### config.mk
export PLATFORM = sky130hd
export DESIGN_NAME = ram_72bit_bist_ctrl
export DESIGN_NICKNAME = d
export VERILOG_FILES = /design/src/rtl/ram_72bit_bist_ctrl.sv
export SDC_FILE = /design/constraint.sdc
export NUM_CORES = 1
export LEC_CHECK = 0
export BUFFER_PORTS_ARGS = -buffer_cell sky130_fd_sc_hd__buf_2
export CORE_UTILIZATION = 54
export CTS_BUF_LIST = sky130_fd_sc_hd__clkbuf_16
export CTS_CLUSTER_SIZE = 30
export DETAILED_ROUTE_END_ITERATION = 16
export HOLD_SLACK_MARGIN = 0.12
export PLACE_DENSITY_LB_ADDON = 0.08
export REMOVE_ABC_BUFFERS = 1
export SLEW_MARGIN = 20
export SYNTH_ARGS = -nofsm -noshare
export SYNTH_HDL_FRONTEND = slang
export SYNTH_SLANG_ARGS = --single-unit
export TNS_END_PERCENT = 1
### constraint.sdc
create_clock -name clk -period 4.9 [get_ports clk]
set_clock_uncertainty 0.1 [all_clocks]
set_input_delay 0.245 -clock clk [delete_from_list [all_inputs] [get_ports clk]]
set_output_delay 0.245 -clock clk [all_outputs]
set_load 0.01 [all_outputs]
### src/rtl/ram_72bit_bist_ctrl.sv
// ram_72bit_bist_ctrl: fill / read-back / compare BIST sequencer that owns the 72-bit RAM port while busy.
// Optional build macro RAM_BIST_CONTINUOUS_EN: loop passes until reset, rotating the pattern on every pass.
module ram_72bit_bist_ctrl #(
   parameter int ADDR_WIDTH = 9,
   parameter int DATA_WIDTH = 72,
   parameter int RD_LATENCY = 1
) (
   input  logic                  clk,
   input  logic                  rst,
   input  logic                  start,
   input  logic [1:0]            pattern_sel,
   output logic                  ram_we,
   output logic [ADDR_WIDTH-1:0] ram_addr,
   output logic [DATA_WIDTH-1:0] ram_wdata,
   input  logic [DATA_WIDTH-1:0] ram_rdata,
   output logic                  busy,
   output logic                  done,
   output logic                  pass,
   output logic [15:0]           err_count,
   output logic [ADDR_WIDTH-1:0] err_addr
);

   localparam logic [2:0] ST_IDLE  = 3'd0;
   localparam logic [2:0] ST_WRITE = 3'd1;
   localparam logic [2:0] ST_READ  = 3'd2;
   localparam logic [2:0] ST_DRAIN = 3'd3;
   localparam logic [2:0] ST_DONE  = 3'd4;

   localparam int REPS  = (DATA_WIDTH + ADDR_WIDTH - 1) / ADDR_WIDTH;
   localparam int REP_W = REPS * ADDR_WIDTH;
   localparam int CB_W  = ((DATA_WIDTH + 1) / 2) * 2;
   localparam logic [CB_W-1:0]       CB_FULL  = {(CB_W / 2){2'b10}};
   localparam logic [DATA_WIDTH-1:0] WALK_ONE = {{(DATA_WIDTH - 1){1'b0}}, 1'b1};

   // Even-address checkerboard is 8'hAA per byte; the odd-address word is its inverse (8'h55).
   function automatic logic [DATA_WIDTH-1:0] pattern_word(input logic [1:0] sel,
                                                          input logic [ADDR_WIDTH-1:0] a);
      logic [REP_W-1:0]      rep;
      logic [DATA_WIDTH-1:0] word;
      rep = {REPS{a}};
      case (sel)
         2'd0:    word = rep[DATA_WIDTH-1:0];
         2'd1:    word = a[0] ? ~CB_FULL[DATA_WIDTH-1:0] : CB_FULL[DATA_WIDTH-1:0];
         2'd2:    word = WALK_ONE << (32'(a) % DATA_WIDTH);
         default: word = ~rep[DATA_WIDTH-1:0];
      endcase
      return word;
   endfunction

   logic [2:0]            state;
   logic [ADDR_WIDTH-1:0] addr;
   logic [1:0]            drain_cnt;
   logic [1:0]            pat_q;
   logic                  done_q;
   logic                  pass_q;
   logic [DATA_WIDTH-1:0] pat_cur;
   logic                  start_ok;
   logic                  addr_last;
   logic                  drain_last;
   logic                  mismatch;
   logic [15:0]           err_next;

   logic                  vld_pipe  [RD_LATENCY];
   logic [DATA_WIDTH-1:0] exp_pipe  [RD_LATENCY];
   logic [ADDR_WIDTH-1:0] adr_pipe  [RD_LATENCY];

   assign pat_cur    = pattern_word(pat_q, addr);
   assign start_ok   = start && ((state == ST_IDLE) || (state == ST_DONE));
   assign addr_last  = (addr == {ADDR_WIDTH{1'b1}});
   assign drain_last = (drain_cnt == 2'(RD_LATENCY - 1));
   assign mismatch   = vld_pipe[RD_LATENCY-1] && (ram_rdata != exp_pipe[RD_LATENCY-1]);
   assign err_next   = (mismatch && (err_count != 16'hFFFF)) ? err_count + 16'd1 : err_count;

   assign busy      = (state == ST_WRITE) || (state == ST_READ) || (state == ST_DRAIN);
   assign ram_we    = (state == ST_WRITE);
   assign ram_addr  = addr;
   assign ram_wdata = ram_we ? pat_cur : '0;
   assign done      = done_q;
   assign pass      = pass_q;

   // Sequencer: the address is held at the top during DRAIN so the only wrap is WRITE -> READ.
   always_ff @(posedge clk or posedge rst) begin
      if (rst) begin
         state     <= ST_IDLE;
         addr      <= '0;
         drain_cnt <= '0;
         pat_q     <= '0;
         done_q    <= 1'b0;
         pass_q    <= 1'b0;
      end else begin
`ifdef RAM_BIST_CONTINUOUS_EN
         done_q <= 1'b0;
`endif
         case (state)
            ST_IDLE, ST_DONE: begin
               if (start) begin
                  state  <= ST_WRITE;
                  addr   <= '0;
                  pat_q  <= pattern_sel;
                  done_q <= 1'b0;
                  pass_q <= 1'b0;
               end
            end
            ST_WRITE: begin
               if (addr_last) begin
                  state <= ST_READ;
                  addr  <= '0;
               end else begin
                  addr <= addr + ADDR_WIDTH'(1);
               end
            end
            ST_READ: begin
               if (addr_last) begin
                  state     <= ST_DRAIN;
                  drain_cnt <= '0;
               end else begin
                  addr <= addr + ADDR_WIDTH'(1);
               end
            end
            ST_DRAIN: begin
               if (drain_last) begin
`ifdef RAM_BIST_CONTINUOUS_EN
                  state <= ST_WRITE;
                  addr  <= '0;
                  pat_q <= pat_q + 2'd1;
`else
                  state <= ST_DONE;
`endif
                  done_q <= 1'b1;
                  pass_q <= (err_next == 16'd0);
               end else begin
                  drain_cnt <= drain_cnt + 2'd1;
               end
            end
            default: state <= ST_IDLE;
         endcase
      end
   end

   // Expected word and address travel alongside the RAM read latency so they meet ram_rdata.
   always_ff @(posedge clk or posedge rst) begin
      if (rst) begin
         for (int i = 0; i < RD_LATENCY; i++) begin
            vld_pipe[i] <= 1'b0;
            exp_pipe[i] <= '0;
            adr_pipe[i] <= '0;
         end
      end else begin
         vld_pipe[0] <= (state == ST_READ);
         exp_pipe[0] <= pat_cur;
         adr_pipe[0] <= addr;
         for (int i = 1; i < RD_LATENCY; i++) begin
            vld_pipe[i] <= vld_pipe[i-1];
            exp_pipe[i] <= exp_pipe[i-1];
            adr_pipe[i] <= adr_pipe[i-1];
         end
      end
   end

   // A zero count means no mismatch yet this run, so it doubles as the first-error flag.
   always_ff @(posedge clk or posedge rst) begin
      if (rst) begin
         err_count <= '0;
         err_addr  <= '0;
      end else if (start_ok) begin
         err_count <= '0;
         err_addr  <= '0;
      end else if (mismatch) begin
         err_count <= err_next;
         if (err_count == 16'd0) begin
            err_addr <= adr_pipe[RD_LATENCY-1];
         end
      end
   end

endmodule

==> results.md <==
- GRT overflow: 0
- H-tree depth: 4
- Flip-flop and latch area: 3129 sq um
- Post-Syn Area: 7397 sq um
- Fillers: 1,065
- Number of setup violations in the final report: 0
- Worst hold path class: reg2reg
- CP max stage delay: 0.54 ns
- # IOs: 187
- Hold Violations, Final: 0
- Sequential share of power: 0.318
- DR WL met3: 2.027 mm
- Commonest non-fill, non-tap cell in the layout: buf_2
- Area grow syn2layout: 22.80%
- Finished Layout Cells: 1,162
- Vias in the first global route: 6,942
- Static leakage: 4.191 nW
- Via density: 6.135
- Place WS: 0.4893 ns
- Mapped Cells: 808
- Outcome: completed
- Max-cap violations: 0
- Rows: 42
- Met1 WL: 9.089 mm
- CTS Buf Count: 17
- DR vias: 7,129
- Latest clock arrival within the worst-skew pair: 0.41 ns
- Synth Area per Inst: 9.155 sq um
- Critical Path RT: 4.55 ns
- Final Max Slew Viols: 0
- Post-synth ARST share: 1.000
- Largest net degree at the start of global routing: 91
- Top Layer Used: met4
- Part of the cycle the worst path needs: 0.9308
- Worst Setup Path Type: reg2out
- EDFF count, synth: 0
- FMAX: 219.3 MHz
- Crit-path cells: nor3_2 -> inv_1 -> ha_1 -> and2b_1 -> a21oi_2 -> a21oi_4 -> o211ai_2 -> or3_4 -> mux2_1 -> or4_4 -> nand3b_4 -> a21oi_1 -> buf_2
- Least-Margin Pin Slew: 1.009 ns
- Final Util: 0.6832
- YS warnings: 0
- DR WL met2: 10.55 mm
- CP arrival: 4.22 ns
- TritonRoute pass-1 iters: 5
- Initial core utilization: 0.5564
- Seq/Total Area, Yosys: 0.4229
- Seq cells post-synth: 125
- Detailed Place HPWL: 15.55 mm
- Port bufs: 186
- Fin nets: 1,060
- Sw frac: 0.4155
- Global-route wire length before repair: 35.02 mm
- Worst-path fanout max: 17
- Worst setup SP type: flop
- RePlAce Congestion: 0.9000
- Core area: 13,300 sq um
- Initial antenna violation count: 0
- Min Tclk post-route: 4.561 ns
- Worst Setup End Kind: output port
- Unique cell type count in the Yosys netlist: 66
- Internal power: 2.985 mW
- Die Span X: 119.0 um
- PnR worst setup slack: 0.3392 ns
- Combinational power share: 0.447
- Clock slew at reported path FFs: 0.05 ns
- Setup TNS Final: 0 ns
- Tot Pwr: 5.106 mW
- Synth Flop Type: dfrtp_1
- CP max stage cell: or4_4
- CTS tree: done
- Most frequent cells in the layout: buf_2 (186), dfrtp_1 (124), o31ai_1 (116), nand2_1 (74), xnor2_1 (69)
- Avg WL per Cell: 19.07 um
- CTS Buffer Depth: 2
- Initial DRC Count: 746
- Sink Count: 125
- Tot GR Track Use: 0.3164
- Die area: 14,170 sq um
- Worst relative slew slack: 0.3276
- Die height: 119.0 um
- Pwr Density: 562.1 nW/um^2
- Maximum vdd drop: 0.0003519 V
- P_sw: 2.122 mW
- Post-route ant nets: 0
- Dpl cells: 1,128
- Multi-input gate area: 4024 sq um
- Clock share of power: 0.235
- RSZ-0062 raised after global routing: false
- # DRC: 0
- Inserted Diodes: 0
- WL final: 22.16 mm
- Root buf cell: clkbuf_16
- Layout cells sized above 1: 0.2627
[metal layers]
layer / global-route usage / vias to the layer above
met5: 0 / -
met4: 0.1290 / 0
met3: 0.06370 / 56
met2: 0.5062 / 418
met1: 0.4201 / 3401
li1: - / 3254
[critical path, delay by kind of cell, from the launching register on]
family	cells	cell delay (ns)
simple gates	5	1.69
compound gates	4	0.68
flops	1	0.53
mux	1	0.33
fa+ha+maj	1	0.30
buf+inv	2	0.27
[layout make-up]
type,count,share of cell area
clock inverter,12,0.01446
sequential,125,0.3445
timing repair buffer,202,0.1182
inverter,19,0.008815
tap,176,0.02424
multi-input combinational,611,0.4430
clock buffer,17,0.04683
[power groups by stage]
stage                     clock network (mW)  logic, mW  registers, mW
after floorplan                            0       1.41           1.56
final                                   1.20       2.28           1.62
after global placement                     0       2.16           1.63
after detailed placement                   0       2.21           1.64
after global routing                    1.25       2.47           1.65
after CTS                               1.20       2.23           1.62
[flip-flops by register name, indices dropped and copies added, names as in the netlist, 2 cells and up]
name	flops
exp_pipe	72
err_count	16
adr_pipe	9
err_addr	9
ram_addr	9
state	3
drain_cnt	2
pat_q	2
[metrics by stage]
| step | cell area (sq um) | hold slack [ns] |
|---|---|---|
| CTS | 9052 | 0.3950 |
| global route | 9084 | 0.4253 |
| finish | 9084 | 0.3999 |
| detailed placement | 8456 | 0.3666 |
| floorplan | 7184 | 0.2504 |
| global placement | 8456 | 0.3611 |
[what timing repair did]
item | in CTS | in global routing
resized for setup | 0 | 6
endpoints found under the hold margin | 94 | 0
buffers inserted | 0 | 1
setup endpoints to repair | 0 | 54
hold buffers | 4 | 0
[Yosys cell counts (2+ instances only)]
library cell	n	area, sq um
dfrtp_1	125	3128
o31ai_1	118	885.9
nand2_1	74	277.8
xnor2_1	69	604.3
nor2_1	68	255.2
o21ai_0	47	235.2
clkbuf_1	40	150.1
nand3_1	36	180.2
nand4_1	22	137.6
a21oi_1	20	100.1
inv_1	17	63.81
xor2_1	16	140.1
mux2i_1	13	130.1
nand2b_1	13	81.33
nor2b_1	10	62.56
nor4_1	9	56.30
buf_2	8	40.04
or3_1	8	50.05
ha_1	7	87.58
o21ai_2	7	61.31
nor3_1	6	30.03
or2_2	6	37.54
a22o_1	4	35.03
a31oi_1	4	25.02
and3_1	4	25.02
buf_1	4	15.01
nor3b_1	4	30.03
nand3b_1	3	22.52
o21a_1	3	22.52
a211o_1	2	17.52
a211oi_1	2	15.01
a21boi_0	2	15.01
nand2b_4	2	27.53
o2111ai_1	2	17.52
o22ai_1	2	12.51
[cell families after synthesis]
family	synth area share
xor gates and xnor gates	0.1050
buffers and inverters	0.03839
adders and majority gates	0.01472
muxes	0.02064
DFF	0.4229
AOI/OAI and AO/OA	0.2096
and+or+nand+nor	0.1888
[worst paths after layout]
| path | start | endpoint | slack (ns) | cells past startpoint |
|---|---|---|---|---|
| max | ram_addr[7] | ram_wdata[70] | 0.34 | 13 |
| min | adr_pipe[2] | err_addr[2] | 0.40 | 2 |
| max reg2reg | ram_addr[7] | exp_pipe[4] | 0.80 | 12 |
| min reg2reg | adr_pipe[2] | err_addr[2] | 0.40 | 2 |
| max in group asynchronous | rst | exp_pipe[23] | 3.27 | 4 |
| min in group asynchronous | rst | err_count[2] | 0.45 | 3 |
Note: power is estimated with default switching activity, not from simulation.
